--- src/rtl/booth_mult_pkg.sv ---
// Shared types and helpers for the sequential Booth multiplier.
// BOOTH_MULT_RADIX4_EN selects radix-4 recoding; radix-2 is the default build.
package booth_mult_pkg;

  typedef enum logic [1:0] {
    IDLE = 2'd0,
    RUN  = 2'd1,
    DONE = 2'd2
  } state_e;

  typedef enum logic [2:0] {
    ZERO   = 3'd0,
    ADD_M  = 3'd1,
    SUB_M  = 3'd2,
    ADD_2M = 3'd3,
    SUB_2M = 3'd4
  } booth_op_e;

`ifdef BOOTH_MULT_RADIX4_EN
  localparam int WINDOW = 3;
`else
  localparam int WINDOW = 2;
`endif

  // Steps per product; operands are extended by two bits before recoding.
  function automatic int iter_count(input int width);
`ifdef BOOTH_MULT_RADIX4_EN
    return (width + 2) / 2;
`else
    return width + 2;
`endif
  endfunction

endpackage

--- src/rtl/booth_mult_seq_recoder.sv ---
// Combinational Booth recoder: multiplier window to accumulator operation.
// Window is 3 bits with BOOTH_MULT_RADIX4_EN, 2 bits otherwise.
module booth_recoder
  import booth_mult_pkg::*;
(
  input  logic [WINDOW-1:0] bits,
  output booth_op_e         op
);

  // Map the examined multiplier bits (LSB is the guard bit) to an operation.
  always_comb begin
    op = ZERO;
`ifdef BOOTH_MULT_RADIX4_EN
    case (bits)
      3'b000:  op = ZERO;
      3'b001:  op = ADD_M;
      3'b010:  op = ADD_M;
      3'b011:  op = ADD_2M;
      3'b100:  op = SUB_2M;
      3'b101:  op = SUB_M;
      3'b110:  op = SUB_M;
      3'b111:  op = ZERO;
      default: op = ZERO;
    endcase
`else
    case (bits)
      2'b00:   op = ZERO;
      2'b01:   op = ADD_M;
      2'b10:   op = SUB_M;
      2'b11:   op = ZERO;
      default: op = ZERO;
    endcase
`endif
  end

endmodule

--- src/rtl/booth_mult_seq.sv ---
// Sequential signed/unsigned Booth multiplier with start/busy/done handshake.
// BOOTH_MULT_RADIX4_EN selects radix-4 recoding (half the steps, same results).
module booth_mult_seq
  import booth_mult_pkg::*;
#(
  parameter int WIDTH = 32
) (
  input  logic             clk,
  input  logic             reset,
  input  logic             start,
  input  logic             is_signed,
  input  logic [WIDTH-1:0] a,
  input  logic [WIDTH-1:0] b,
  output logic             busy,
  output logic             done,
  output logic [WIDTH-1:0] high,
  output logic [WIDTH-1:0] low
);

  localparam int E    = WIDTH + 2;
  localparam int ITER = iter_count(WIDTH);
  localparam int CW   = $clog2(ITER + 1);

  state_e           state_r;
  logic [CW-1:0]    cnt_r;
  logic [E:0]       acc_r;
  logic [E-1:0]     mq_r;
  logic             guard_r;
  logic [E-1:0]     mcand_r;
  logic             busy_r;
  logic             done_r;
  logic [WIDTH-1:0] high_r;
  logic [WIDTH-1:0] low_r;

  logic [E-1:0]       a_ext_s;
  logic [E-1:0]       b_ext_s;
  logic [WINDOW-1:0]  window_s;
  booth_op_e          op_s;
  logic [E:0]         m1_s;
  logic [E:0]         m2_s;
  logic [E:0]         addend_s;
  logic [E:0]         sum_s;
  logic [E:0]         nacc_s;
  logic [E-1:0]       nmq_s;
  logic               nguard_s;
  logic [2*WIDTH-1:0] product_s;

  assign busy = busy_r;
  assign done = done_r;
  assign high = high_r;
  assign low  = low_r;

`ifdef BOOTH_MULT_RADIX4_EN
  assign window_s = {mq_r[1:0], guard_r};
`else
  assign window_s = {mq_r[0], guard_r};
`endif

  booth_recoder u_recoder (
    .bits (window_s),
    .op   (op_s)
  );

  // Operand extension: one signed algorithm serves both modes.
  always_comb begin
    if (is_signed) begin
      a_ext_s = {{2{a[WIDTH-1]}}, a};
      b_ext_s = {{2{b[WIDTH-1]}}, b};
    end else begin
      a_ext_s = {2'b00, a};
      b_ext_s = {2'b00, b};
    end
  end

  // Accumulator adder and arithmetic shift of {acc, multiplier, guard}.
  always_comb begin
    m1_s     = {mcand_r[E-1], mcand_r};
    m2_s     = {mcand_r, 1'b0};
    addend_s = {(E+1){1'b0}};
    case (op_s)
      ZERO:    addend_s = {(E+1){1'b0}};
      ADD_M:   addend_s = m1_s;
      SUB_M:   addend_s = ~m1_s + (E+1)'(1);
      ADD_2M:  addend_s = m2_s;
      SUB_2M:  addend_s = ~m2_s + (E+1)'(1);
      default: addend_s = {(E+1){1'b0}};
    endcase
    sum_s = acc_r + addend_s;
`ifdef BOOTH_MULT_RADIX4_EN
    nacc_s   = {{2{sum_s[E]}}, sum_s[E:2]};
    nmq_s    = {sum_s[1:0], mq_r[E-1:2]};
    nguard_s = mq_r[1];
`else
    nacc_s   = {sum_s[E], sum_s[E:1]};
    nmq_s    = {sum_s[0], mq_r[E-1:1]};
    nguard_s = mq_r[0];
`endif
  end

  // The 2E-bit product's top four bits are pure sign extension and dropped.
  assign product_s = {acc_r[WIDTH-3:0], mq_r};

  // Control FSM, datapath registers and registered outputs.
  always_ff @(posedge clk) begin
    if (reset) begin
      state_r <= IDLE;
      cnt_r   <= {CW{1'b0}};
      acc_r   <= {(E+1){1'b0}};
      mq_r    <= {E{1'b0}};
      guard_r <= 1'b0;
      mcand_r <= {E{1'b0}};
      busy_r  <= 1'b0;
      done_r  <= 1'b0;
      high_r  <= {WIDTH{1'b0}};
      low_r   <= {WIDTH{1'b0}};
    end else begin
      case (state_r)
        IDLE: begin
          done_r <= 1'b0;
          if (start) begin
            mcand_r <= a_ext_s;
            mq_r    <= b_ext_s;
            acc_r   <= {(E+1){1'b0}};
            guard_r <= 1'b0;
            cnt_r   <= CW'(ITER);
            busy_r  <= 1'b1;
            state_r <= RUN;
          end else begin
            busy_r  <= 1'b0;
            state_r <= IDLE;
          end
        end
        RUN: begin
          acc_r   <= nacc_s;
          mq_r    <= nmq_s;
          guard_r <= nguard_s;
          cnt_r   <= cnt_r - CW'(1);
          busy_r  <= 1'b1;
          done_r  <= 1'b0;
          if (cnt_r == CW'(1)) begin
            state_r <= DONE;
          end else begin
            state_r <= RUN;
          end
        end
        DONE: begin
          high_r  <= product_s[2*WIDTH-1:WIDTH];
          low_r   <= product_s[WIDTH-1:0];
          done_r  <= 1'b1;
          busy_r  <= 1'b0;
          state_r <= IDLE;
        end
        default: begin
          state_r <= IDLE;
          busy_r  <= 1'b0;
          done_r  <= 1'b0;
        end
      endcase
    end
  end

endmodule

--- config.mk ---
export PLATFORM = sky130hd
export DESIGN_NAME = booth_mult_seq
export DESIGN_NICKNAME = d
export VERILOG_FILES = /design/src/rtl/booth_mult_pkg.sv /design/src/rtl/booth_mult_seq_recoder.sv /design/src/rtl/booth_mult_seq.sv
export SDC_FILE = /design/constraint.sdc
export NUM_CORES = 1
export LEC_CHECK = 0
export ABC_AREA = 1
export CORE_AREA = 10 10 146 148
export DETAILED_ROUTE_END_ITERATION = 12
export DIE_AREA = 0 0 156 158
export PLACE_DENSITY = 0.8
export SLEW_MARGIN = 20
export SYNTH_ARGS = -nofsm -noshare
export SYNTH_HDL_FRONTEND = slang
export SYNTH_SLANG_ARGS = --single-unit
--- constraint.sdc ---
create_clock -name clk -period 3.6 [get_ports clk]
set_input_delay 0.54 -clock clk [delete_from_list [all_inputs] [get_ports clk]]
set_output_delay 0.54 -clock clk [all_outputs]
set_load 0.01 [all_outputs]
Word level (Yosys, flattened, before mapping)
Cells that the tools add are included.
- bits in registers: 178
- bits in latches: 0
- RAM bits: 0
- memory bits (read-only): 0
- bits of input ports: 68
- logic and storage cells: 51
- memories: 0
- add/subtract/negate cells: 4
- multipliers: 0
- divide/modulo/power cells: 0
- $lt $le $gt $ge: 0
- eq/ne operators: 11
- shift operators: 0
- mux-type cells: 18
- bitwise operators: 2
- reductions and logical operators: 6
- operators by type and width (cell ; count):
    case mux 35 bit (4 select lines) ; 1
    two-way mux 34 bit ; 3
    adder 35 x 1 -> 35 bit (second input constant) ; 2
    NOT 35 bit ; 2
    case mux 35 bit (2 select lines) ; 1
    case mux 34 bit (2 select lines) ; 1
    adder 35 bit ; 1
    two-way mux 35 bit ; 1
    case mux 6 bit (2 select lines) ; 1
    case mux 3 bit (3 select lines) ; 1
    == test 2 bit (second input constant) ; 3
    == test 3 x 2 -> 1 bit (second input constant) ; 2
    == test 6 x 1 -> 1 bit (second input constant) ; 1
    two-way mux 6 bit ; 1
    subtractor 6 x 1 -> 6 bit (second input constant) ; 1
    == test 2 x 1 -> 1 bit (second input constant) ; 2
    zero test 2 bit ; 2
    two-way mux 1 bit ; 4
    case mux 1 bit (2 select lines) ; 2
    case mux 2 bit (2 select lines) ; 1
    AND reduction 2 bit ; 2
    == test 3 x 1 -> 1 bit (second input constant) ; 1
    == test 3 bit (second input constant) ; 1
    two-way mux 2 bit ; 1
    other kinds (3) ; 3

Logic depth before layout (Yosys ltp)
- word-level depth: 7
- mapped depth: 24
- gate-level depth less buffers: 24

By module
A second synthesis with hierarchy kept.
- cells, all modules: 1541
- area total of the unflattened synthesis: 10152.2 um^2
- modules (own cells, without submodules) (module ; times used ; cells an instance ; area each (um^2)):
    booth_mult_seq ; 1 ; 1535 ; 10126.0
    booth_recoder ; 1 ; 6 ; 26.3

Least setup slack after synthesis
No wires, ideal clock.
- path type: reg2reg
- start: register mq_r[0]
- end: register acc_r[9]
- setup time: 132 ps
- data arrival time: 2608 ps
- data required time: 3468 ps
- slack: 860 ps
- cell stages (with the launch flop): 19
- period minus slack after synthesis: 2740 ps
- path through: dfxtp_1 -> inv_1 -> ha_1 -> nand2_1 -> inv_1 -> buf_2 -> buf_1 -> nand2_1 -> a31oi_1 -> fa_1 -> nand2_1 -> nand3_1 -> nand2_1 -> o21ai_2 -> nand2_1 -> nand2_1 -> or2_2 -> nand3_1 -> a21oi_1
- cells in the longest elaborated chain, start to end: 7
- elaborated cells between the ends (all ways): 13
- RTL lines (what ; RTL line ; RTL):
    start, declared ; booth_mult_seq.sv:27 ; logic [E-1:0] mq_r;
    start signal, assigned ; booth_mult_seq.sv:109 ; mq_r <= {E{1'b0}};
    start signal, assigned ; booth_mult_seq.sv:122 ; mq_r <= b_ext_s;
    start signal, assigned ; booth_mult_seq.sv:135 ; mq_r <= nmq_s;
    == test 2 bit / zero test 2 bit (equally long branches) ; booth_mult_seq_recoder.sv:26 ; case (bits)
    OR reduction 2 bit (no source line) ; -- ;
    case mux 3 bit (3 select lines) (*) ; booth_mult_seq_recoder.sv:26 ;
    == test 3 bit, or another cell as far along ; booth_mult_seq.sv:80 ; case (op_s)
    case mux 35 bit (4 select lines) (*) ; booth_mult_seq.sv:80 ;
    adder 35 bit (*) ; booth_mult_seq.sv:88 ; sum_s = acc_r + addend_s;
    case mux 35 bit (2 select lines) (*) ; booth_mult_seq.sv:117 ; case (state_r)
    end signal, assigned ; booth_mult_seq.sv:108 ; acc_r <= {(E+1){1'b0}};
    end signal, assigned ; booth_mult_seq.sv:123 ; acc_r <= {(E+1){1'b0}};
    end signal, assigned ; booth_mult_seq.sv:134 ; acc_r <= nacc_s;
    end, declared ; booth_mult_seq.sv:26 ; logic [E:0] acc_r;
Every way passes the cells marked *; elsewhere a longest branch is shown, timed or not. The select of a mux whose other input is x is not followed.
A chain may end at the register's enable or synchronous reset.

Worst setup path in the final report
- start: register mcand_r[2]
- end: register acc_r[29]
- cells in the longest elaborated chain, start to end: 5
- elaborated cells between the ends (all ways): 7
- RTL lines (what ; RTL line ; RTL):
    start, declared ; booth_mult_seq.sv:29 ; logic [E-1:0] mcand_r;
    start signal, assigned ; booth_mult_seq.sv:111 ; mcand_r <= {E{1'b0}};
    start signal, assigned ; booth_mult_seq.sv:121 ; mcand_r <= a_ext_s;
    NOT 35 bit (on tied branches) ; booth_mult_seq.sv:83, booth_mult_seq.sv:85 ;
    adder 35 x 1 -> 35 bit (on tied branches) ; booth_mult_seq.sv:83, booth_mult_seq.sv:85 ;
    case mux 35 bit (4 select lines) (*) ; booth_mult_seq.sv:80 ;
    adder 35 bit (*) ; booth_mult_seq.sv:88 ;
    case mux 35 bit (2 select lines) (*) ; booth_mult_seq.sv:117 ;
Every way passes the cells marked *; elsewhere a longest branch is shown, timed or not.

==> impl_results.md <==
* Hold Violations, Final at 0
* Run status: completed
* Number of placement rows at 50
* Ys Warns at 0
* Number of unique standard cell types used by synthesis at 47
* Launch instance of the worst min-delay path: cnt_r[5]
* Power density over the cells at 383 mW/mm^2
* # port buffers at 133
* Placed cell areas at 0.0116 sq mm
* Final antenna-violating net count at 0
* Fraction of power consumed by combinational cells at 0.153
* Leakage power at 5.11 nW
* Initial antenna violation count at 0
* Crit-path slowest cell: sky130_fd_sc_hd__a21oi_1
* Net switching power of the design at 0.00145 W
* Kind of capture point of the worst setup path: flop
* Fmax at 303 MHz
* Number of maximum-capacitance constraint violations at 0
* Footprint of the multi-input gates at 0.00573 sq mm
* Worst skew pair latency at 440 ps
* Register-to-Register Setup Slack at 300 ps
* Vertical die dimension at 158 um
* Mapped Area at 0.0101 sq mm
* Worst vdd ir at 0.317 mV
* Utilization of the core after routing at 0.659
* Pin slew with the least headroom to its limit at 901 ps
* TritonCTS sink count at 176
* Routed len/inst at 17.0 um
* Setup tns final at 0 ps
* Final clock period utilization by the worst path at 0.918
* Number of nets in the final layout at 1761
* Fill count at 1707
* Final GP Congestion at 1.02
* Top-Level Pins at 134
* Count of routing violations after the opening detailed-route iteration at 749
* Vias at 10700
* Worst min-delay path category: reg -> reg
* Die footprint at 0.0246 sq mm
* Worst slew margin relative to its limit at 0.399
* Commonest cells after routing, fill and taps aside: 381 x sky130_fd_sc_hd__nand2_1, 186 x sky130_fd_sc_hd__nor2_1, 176 x sky130_fd_sc_hd__dfxtp_1, 147 x sky130_fd_sc_hd__a21oi_1, 144 x sky130_fd_sc_hd__o21ai_0
* Worst endpoint required time at 3890 ps
* Inserted Clock Buffers at 17
* Clock root cell: sky130_fd_sc_hd__clkbuf_16
* Ordered list of cells on the worst path: inv_2 -> nand3_2 -> nor2_2 -> nand3_2 -> nor2_4 -> nand2_4 -> inv_2 -> nand3_1 -> nand2_1 -> nand3_1 -> a21oi_1 -> ha_1 -> a21oi_1 -> o21ai_0 -> a21o_1 -> nor2_1 -> nand3_1 -> nand3_1 -> a21oi_1
* Post-Synthesis Net Count at 1662
* Register clock-pin slew on the reported worst setup and hold paths at 80 ps
* Layout cells sized above 1 at 0.0703
* Proportion of total power due to net switching at 0.311
* Via-to-Cell Ratio at 5.66
* # DRC at 0
* Max FO, Critical Path at 5
* H-Tree Level Count at 4
* Seq. cell area at 0.00352 sq mm
* Most frequent standard cell in the layout excluding fill and tap cells: sky130_fd_sc_hd__nand2_1
* Asr flop ratio synth at 0
* TritonCTS clock tree: done
* Wire length of the first global-routing pass at 51.7 mm
* Wirelength, routed at 32.3 mm
* Worst-case clock buffer depth at 2
* Floorplan Core Area at 0.0185 sq mm
* Area Overhead vs Synth at 20.5%
* CP dominant cell by count: sky130_fd_sc_hd__nand3_1
* Critical path's top delay family: simple AND/OR/NAND/NOR gates
* Setup violators final at 0
* Top flip-flop cell by instance count after synthesis: sky130_fd_sc_hd__dfxtp_1
* Initial core utilization at 0.547
* Dpl hpwl at 23.5 mm
* Total power consumption of the routed design at 0.00465 W
* Crit path launch type: flop
* Vias in the first global route at 10100
* Overall fraction of global-route tracks in use at 0.258
* Clk pwr share at 0.392
* Max-slew violation total from the final report at 0
* Flip-flop and latch count after synthesis at 176
* Synthesized instance count at 1553
* DIE WIDTH at 156 um
* Start point of the critical path: mcand_r[2]
* Critical path type: reg -> reg
* Worst clock skew at 11.0 ps
* Hold Buf Count CTS at 0
* Time the final worst path needs with I/O delays and setup at 3300 ps
* Maximum number of pins on one net before global-route repair at 84
* Internal power of the cells at 0.00320 W
* Maximum cell stage delay along the critical path at 400 ps
* Post-route cell area at 0.0122 sq mm
* Aggregate global routing overflow at 0
* Unrepaired setup endpoints after global routing: no
* Critical Path AT at 3590 ps
* Seq/Total Area, Yosys at 0.349
* Diode count at 0
* Synthesized area per cell at 6.50 sq um
* EDFF count, synth at 0
* Worst reg2reg startpoint: mcand_r[2]
* Proportion of power drawn by flip-flops and latches at 0.455
* First drt pass iteration count at 7
* Crit path buf inv count at 2
==> state kept, by name, indices dropped and copies added, names as in the netlist <==
name,count
low,32
cnt_r,6
guard_r,1
busy,1
mcand_r,33
acc_r,34
state_r,2
high,32
mq_r,34
done,1
==> final timing paths <==
check	cells after the start	to
max	19	acc_r[29]
min	1	cnt_r[5]
max reg2reg	19	acc_r[29]
min reg2reg	1	cnt_r[5]
==> through the flow <==
stage,hold WS [ps],worst slack [ps],std cells
2_1_floorplan,439,860,1553
3_3_place_gp,454,233,1867
3_5_place_dp,457,255,1867
4_1_cts,477,213,1898
5_1_grt,497,12.8,1898
6_report,476,297,1898
==> cells by family after synthesis <==
group                      after synthesis  synth area share
and+or+nand+nor                        725             0.305
AOI/OAI and AO/OA                      387             0.208
buffers and inverters                  224            0.0866
DFF                                    176             0.349
adders and majority gates               41            0.0516
==> synthesized netlist by cell type (all sizes together) (5+ instances only) <==
cell    count  area (sq um)
nand4      12          81.3
inv       153           574
a21oi     152           768
nor2      204           843
buf        18          88.8
nand2     390          1500
a221oi      5          43.8
a22oi       7          52.6
dfxtp     176          3520
a31oi      45           282
nand3      95           500
clkbuf     52           205
nand3b      5          37.5
o21ai     154           774
ha         40           500
o22ai       5          31.3
nor3        9          45.0
==> power by group through the flow <==
stage | clock (W) | sequential, W | combinational (W)
6_report | 0.00182 | 0.00211 | 0.000713
5_1_grt | 0.00192 | 0.00212 | 0.000788
3_3_place_gp | 0 | 0.00215 | 0.000694
2_1_floorplan | 0 | 0.00214 | 0.000464
4_1_cts | 0.00183 | 0.00211 | 0.000706
3_5_place_dp | 0 | 0.00215 | 0.000701
==> per-layer routing <==
layer | part of all wire | vias up | wire length [um] | global-route usage
met5 | 0 | - | 0 | 0
met4 | 0.028 | 0 | 911 | 0.0877
met3 | 0.074 | 54 | 2400 | 0.0665
met2 | 0.47 | 369 | 15100 | 0.435
met1 | 0.43 | 4981 | 13800 | 0.312
li1 | - | 5334 | - | -
==> final cells by class <==
cell class                      count  share of cell area
Timing Repair Buffer              150               0.121
Multi-Input combinational cell   1153               0.471
Sequential cell                   176               0.290
Clock inverter                     14              0.0113
Inverter                          154              0.0477
Tap cell                          234              0.0241
Clock buffer                       17              0.0350
==> repair_timing <==
item	4_1_cts	5_1_grt
resized for setup	0	9
setup endpoints to repair	0	8
hold endpoints to repair	0	0
buffers inserted	0	0
(Power assumes the default switching activity.)
